**src/rtl/ps2_host_transmitter.sv**
```systemverilog
// PS/2 host-to-device command transmitter. The lines are driven only through pull-low enables.
// Optional macro PS2_TX_RETRY_EN: one automatic retry after the first NACK or timeout of a request.
module ps2_host_transmitter #(
  parameter int INHIBIT_CYCLES     = 5000,
  parameter int FIRST_EDGE_TIMEOUT = 750000,
  parameter int EDGE_TIMEOUT       = 100000
) (
  input  logic       Clk,
  input  logic       Reset_n,
  input  logic [7:0] Tx_Data,
  input  logic       Tx_Start,
  output logic       Tx_Busy,
  output logic       Tx_Done,
  output logic       Tx_Error,
  output logic       Tx_Active,
  input  logic       ps2_clk_in,
  input  logic       ps2_dat_in,
  output logic       ps2_clk_oe,
  output logic       ps2_dat_oe
);
  localparam int MAX_A = (FIRST_EDGE_TIMEOUT > EDGE_TIMEOUT) ? FIRST_EDGE_TIMEOUT : EDGE_TIMEOUT;
  localparam int MAX_C = (MAX_A > INHIBIT_CYCLES) ? MAX_A : INHIBIT_CYCLES;
  localparam int CW    = $clog2(MAX_C + 2);

  typedef enum logic [3:0] {
    S_IDLE, S_INHIBIT, S_REQ, S_SEND, S_ACK, S_WAIT_IDLE, S_DONE, S_FAIL, S_RETRY_WAIT
  } state_t;

  state_t        r_state, w_state_next, w_fail_state;
  logic          r_clk_s1, r_clk_s2, r_clk_prev, r_dat_s1, r_dat_s2;
  logic [7:0]    r_byte;
  logic          r_parity;
  logic [3:0]    r_edge_n;
  logic [CW-1:0] r_cnt;
  logic          r_dat_drv;
  logic          w_fall, w_edge_timed, w_timeout;

  always_ff @(posedge Clk or negedge Reset_n) begin
    if (!Reset_n) begin
      r_clk_s1   <= 1'b1;
      r_clk_s2   <= 1'b1;
      r_clk_prev <= 1'b1;
      r_dat_s1   <= 1'b1;
      r_dat_s2   <= 1'b1;
    end else begin
      r_clk_s1   <= ps2_clk_in;
      r_clk_s2   <= r_clk_s1;
      r_clk_prev <= r_clk_s2;
      r_dat_s1   <= ps2_dat_in;
      r_dat_s2   <= r_dat_s1;
    end
  end

  assign w_fall       = r_clk_prev & ~r_clk_s2;
  assign w_edge_timed = (r_state == S_SEND) || (r_state == S_ACK) || (r_state == S_WAIT_IDLE);

`ifdef PS2_TX_RETRY_EN
  logic r_retry;

  always_ff @(posedge Clk or negedge Reset_n) begin
    if (!Reset_n)
      r_retry <= 1'b0;
    else if (r_state == S_DONE || r_state == S_FAIL)
      r_retry <= 1'b0;
    else if (w_state_next == S_RETRY_WAIT)
      r_retry <= 1'b1;
  end
`endif

  always_ff @(posedge Clk or negedge Reset_n) begin
    if (!Reset_n)
      r_state <= S_IDLE;
    else
      r_state <= w_state_next;
  end

  always_comb begin
    w_state_next = r_state;
    ps2_clk_oe   = 1'b0;
    ps2_dat_oe   = 1'b0;
    Tx_Done      = 1'b0;
    Tx_Error     = 1'b0;
`ifdef PS2_TX_RETRY_EN
    w_fail_state = r_retry ? S_FAIL : S_RETRY_WAIT;
`else
    w_fail_state = S_FAIL;
`endif
    // The long first-edge limit applies only until the device produces its first falling edge.
    if (r_state == S_SEND && r_edge_n == 4'd0)
      w_timeout = (r_cnt >= CW'(FIRST_EDGE_TIMEOUT));
    else
      w_timeout = (r_cnt >= CW'(EDGE_TIMEOUT));
    case (r_state)
      S_IDLE: begin
        if (Tx_Start) w_state_next = S_INHIBIT;
      end
      S_INHIBIT: begin
        ps2_clk_oe = 1'b1;
        if (r_cnt == CW'(INHIBIT_CYCLES - 1)) w_state_next = S_REQ;
      end
      S_REQ: begin
        ps2_clk_oe   = 1'b1;
        ps2_dat_oe   = 1'b1;
        w_state_next = S_SEND;
      end
      S_SEND: begin
        ps2_dat_oe = r_dat_drv;
        if (w_fall) begin
          if (r_edge_n == 4'd9) w_state_next = S_ACK;
        end else if (w_timeout) begin
          w_state_next = w_fail_state;
        end
      end
      S_ACK: begin
        if (w_fall)
          w_state_next = r_dat_s2 ? w_fail_state : S_WAIT_IDLE;
        else if (w_timeout)
          w_state_next = w_fail_state;
      end
      S_WAIT_IDLE: begin
        if (r_clk_s2 && r_dat_s2)
          w_state_next = S_DONE;
        else if (w_timeout)
          w_state_next = w_fail_state;
      end
      S_DONE: begin
        Tx_Done      = 1'b1;
        w_state_next = S_IDLE;
      end
      S_FAIL: begin
        Tx_Error     = 1'b1;
        w_state_next = S_IDLE;
      end
      S_RETRY_WAIT: begin
        if (r_cnt == CW'(INHIBIT_CYCLES - 1)) w_state_next = S_INHIBIT;
      end
      default: w_state_next = S_IDLE;
    endcase
  end

  always_ff @(posedge Clk or negedge Reset_n) begin
    if (!Reset_n) begin
      r_byte    <= '0;
      r_parity  <= 1'b0;
      r_edge_n  <= '0;
      r_cnt     <= '0;
      r_dat_drv <= 1'b0;
    end else begin
      if (r_state == S_IDLE && Tx_Start) begin
        r_byte   <= Tx_Data;
        r_parity <= ~^Tx_Data;
      end
      // One counter serves the inhibit hold, the retry wait and all edge timeouts.
      if (r_state != w_state_next || (w_fall && w_edge_timed))
        r_cnt <= '0;
      else if (r_cnt != '1)
        r_cnt <= r_cnt + CW'(1);
      if (r_state == S_REQ) begin
        r_edge_n  <= '0;
        r_dat_drv <= 1'b1;
      end else if (r_state == S_SEND && w_fall) begin
        r_edge_n <= r_edge_n + 4'd1;
        if (r_edge_n < 4'd8)
          r_dat_drv <= ~r_byte[r_edge_n[2:0]];
        else if (r_edge_n == 4'd8)
          r_dat_drv <= ~r_parity;
        else
          r_dat_drv <= 1'b0;
      end
    end
  end

  assign Tx_Busy   = (r_state != S_IDLE);
  assign Tx_Active = Tx_Busy;

endmodule

```
**config.mk**
```make
export PLATFORM = sky130hd
export DESIGN_NAME = ps2_host_transmitter
export DESIGN_NICKNAME = d
export VERILOG_FILES = /design/src/rtl/ps2_host_transmitter.sv
export SDC_FILE = /design/constraint.sdc
export NUM_CORES = 1
export LEC_CHECK = 0
export CAP_MARGIN = 10
export CORE_MARGIN = 2
export CORE_UTILIZATION = 60
export CTS_CLUSTER_DIAMETER = 40
export CTS_CLUSTER_SIZE = 28
export DETAILED_ROUTE_END_ITERATION = 10
export PLACE_DENSITY_LB_ADDON = 0.15
export REMOVE_ABC_BUFFERS = 1
export SLEW_MARGIN = 10
export SYNTH_ARGS = -nofsm -noshare
export SYNTH_HDL_FRONTEND = slang
export SYNTH_SLANG_ARGS = --single-unit
```
**constraint.sdc**
```tcl
create_clock -name Clk -period 7 [get_ports Clk]
set_input_delay 1.4 -clock Clk [delete_from_list [all_inputs] [get_ports Clk]]
set_output_delay 1.4 -clock Clk [all_outputs]
set_load 0.05 [all_outputs]
```
==> impl_metrics.ini <==
[outcome]
run_status = finished clean

[setup_path]
end_kind = primary output
required_ps = 5600
rr_startpoint = r_cnt[17]
worst-path-buf-inv = 2
critPathLaunchType = flip-flop
worst-r2r-cell-count = 6
cp-startpoint = r_state[0]
crit_fanout = 19
path_cells = inv_1 > nand2_1 > nor3_1 > a21o_1 > clkdlybuf4s50_1
cpMaxStageDelayCell = clkdlybuf4s50_1
crit_cells = 5
slowest_delay_ps = 790
cp_top_family = buffers and inverters
critical_path_class = flip-flop to primary output
critical_path_arrival_ps = 2610

[power]
powerDensity_nw_per_um2 = 158.0
cellLeakagePower_nw = 1.177
power_frac_seq_pct = 56.2
p_int_uw = 342.2
p_switching_uw = 105.6
switching_share_pct = 23.59
irDropWorstVdd_mv = 0.1154
finalPower_uw = 447.9
p_clk_share_pct = 38.8
combPwrFrac_pct = 4.9

[synthesis]
synth_top_area_share_pct = 36.88
async_flop_share_pct = 100.0
ys.flop_type = dfrtp_1
synth_seq_area_share_pct = 41.97
synth_edf_count = 0
avgSynthCellArea_um2 = 9.377
yosys_register_bits = 43
synth_area_um2 = 2579
synth_cells = 275
yosysMostFrequentCell = nor2_1
synth_common_cells = 41 x nor2_1, 38 x dfrtp_1, 17 x nand2_1, 17 x nand3_1, 15 x xnor2_1
synth_cell_types = 55
synth_top_area_cell = dfrtp_1
ys_top_cells_by_area = dfrtp_1 37%, nor2_1 6.0%, dfstp_2 5.1%, xnor2_1 5.1%, xor2_1 4.1%
yosys_warnings = 0

[drt]
wl_per_cell_um = 14.97
drt-initial-drc-count = 203
via_per_inst = 5.982
ant_nets = 0
vias = 2016
wl_um = 5046
drc = 0
drtPass1Iterations = 4

[timing]
fin_skew_ps = 6.510
rsz0062_at_grt = no
final-hold-violation-count = 0
worst_slew_pin_slew_ps = 1107
setup_tns_ps = 0
relSlewSlack_pct = 25.28
drv_slew = 0
finalWorstSetupSlack_ps = 2986
finalWorstPathRequiredPeriod_ps = 4014
min_period_over_period_pct = 57.35
timing.fmax_ghz = 0.2491
setup_viol = 0

[final_layout]
design_area_um2 = 2834
fill_cells = 323
multi_input_area_um2 = 1381
drive_above_1_share_pct = 10.80
final_nets = 304
syn_to_final_growth_pct = 9.898
num_antenna_cells = 0
ff_latch_area_um2 = 1082

[floorplan]
fp.dieW_um = 69.56
core-area_um2 = 4058
die_area_um2 = 4839
ioPinCount = 19
die_height_um = 69.56
rows = 23
start_util_pct = 63.55

[clock_tree]
post-cts-setup-buffer-count = 0
cts_tree = done
path_clk_slew_ps = 90
htreeDepth = 2
clock_sinks = 43
ctsResizeCount = 0
clock_tree.root_cell = clkbuf_8
cts_max_path_buffers = 2
cts_inserted_buffers = 5
cts_hold_buf = 0
clk_latency_ps = 310

[global_route]
grt_pass1_vias = 1831
grt_remaining_overflow = 0
grt_pass1_wl_um = 8576
grt_start_max_net_pins = 44
track_usage_pct = 22.20
antenna_found_initial = 0

[placed_design]
place_area_um2 = 2735
detailedPlace.worstSlack_ps = 3318
dp_hpwl_um = 3536
routabilityCongestion = 0.8462
io_buffers = 18

[run]
drv_cap = 0

[hold_path]
min_path_cells = 0
worstHoldStart = r_dat_s1
hold_class = flip-flop to flip-flop
[final timing paths]
| path | to | slack [ps] |
|---|---|---|
| min | r_dat_s2 | 360 |
| max | ps2_dat_oe | 2990 |
| min in group asynchronous | r_cnt[4] | 1230 |
| min reg2reg | r_dat_s2 | 360 |
| max in group asynchronous | r_byte[0] | 5210 |
| max reg2reg | r_cnt[0] | 4220 |
[state kept, by name, summed over array words and instances, names as in the netlist, 4 cells and up]
name	flops
r_byte	8
r_cnt	20
r_edge_n	4
r_state	4
[layer usage]
metal | track usage [%] | wire, um | share of wire (%) | vias to the layer above
met1 | 32.19 | 2462 | 49 | 953
met5 | 0 | 0 | 0 | -
met4 | 9.368 | 90 | 1.8 | 0
li1 | - | - | - | 1001
met3 | 4.360 | 194 | 3.8 | 9
met2 | 32.59 | 2298 | 46 | 53
[kinds of logic after synthesis]
| logic type | Yosys count | synth area share, % |
|---|---|---|
| compound gates | 40 | 11.06 |
| xor+xnor | 27 | 9.170 |
| fa+ha+maj | 5 | 2.426 |
| buf+inv | 23 | 4.464 |
| flops | 43 | 41.97 |
| mux | 11 | 5.628 |
| simple gates | 126 | 25.28 |
[worst register-to-register path, cell delays in order (launching register included)]
cell and delay, ps:
dfrtp_1 480, or3_4 450, or4_4 500, or4_4 490, a41o_1 260, nand4_2 350, nor2_1 120
[area by class of cell]
type                    count  area share (%)
multi-input cells         209           48.74
flip-flops and latches     43           38.19
repair buffers             18           6.181
clock buffers               6           2.914
well taps                  50           2.208
inverters                   9           1.192
clock inverters             2          0.5740
[power by group through the flow]
stage | sequential [mW] | combinational [mW] | clock, mW
global route | 0.252 | 0.0248 | 0.186
floorplan | 0.256 | 0.00837 | 0
finish | 0.252 | 0.0221 | 0.174
global placement | 0.257 | 0.0215 | 0
CTS | 0.252 | 0.0227 | 0.175
detailed placement | 0.257 | 0.0220 | 0
[cells in the final DEF (no fill, tap or decap), types with 2 or more instances in the layout]
| master | netlist | layout |
|---|---|---|
| a211oi_1 | 3 | 3 |
| a21o_1 | 2 | 2 |
| a21oi_1 | 8 | 8 |
| a22oi_1 | 2 | 2 |
| and2_1 | 2 | 2 |
| and3_1 | 2 | 2 |
| and3b_1 | 2 | 2 |
| clkbuf_8 | 0 | 6 |
| clkdlybuf4s50_1 | 0 | 17 |
| dfrtp_1 | 38 | 38 |
| dfstp_2 | 5 | 5 |
| ha_1 | 5 | 5 |
| inv_1 | 9 | 9 |
| mux2_2 | 8 | 8 |
| mux4_2 | 2 | 2 |
| nand2_1 | 17 | 17 |
| nand2b_1 | 4 | 4 |
| nand3_1 | 17 | 17 |
| nand4_1 | 7 | 7 |
| nor2_1 | 41 | 41 |
| nor2b_1 | 4 | 4 |
| nor3_1 | 11 | 11 |
| nor4_1 | 4 | 4 |
| nor4bb_1 | 2 | 2 |
| o21ai_0 | 8 | 8 |
| o311ai_0 | 2 | 2 |
| o31ai_1 | 3 | 3 |
| or3_1 | 2 | 2 |
| or4_1 | 2 | 2 |
| or4_4 | 2 | 2 |
| xnor2_1 | 15 | 15 |
| xor2_1 | 12 | 12 |
[metrics by stage]
stage | utilization, % | hold WS [ps] | instances
final | 69.84 | 361.4 | 337
after floorplan | - | 345.2 | 261
after global placement | 67.41 | 346.5 | 329
after CTS | 69.84 | 364.4 | 337
after global routing | 69.84 | 368.2 | 337
after detailed placement | 67.41 | 350.3 | 329
(Power assumes the default switching activity.)
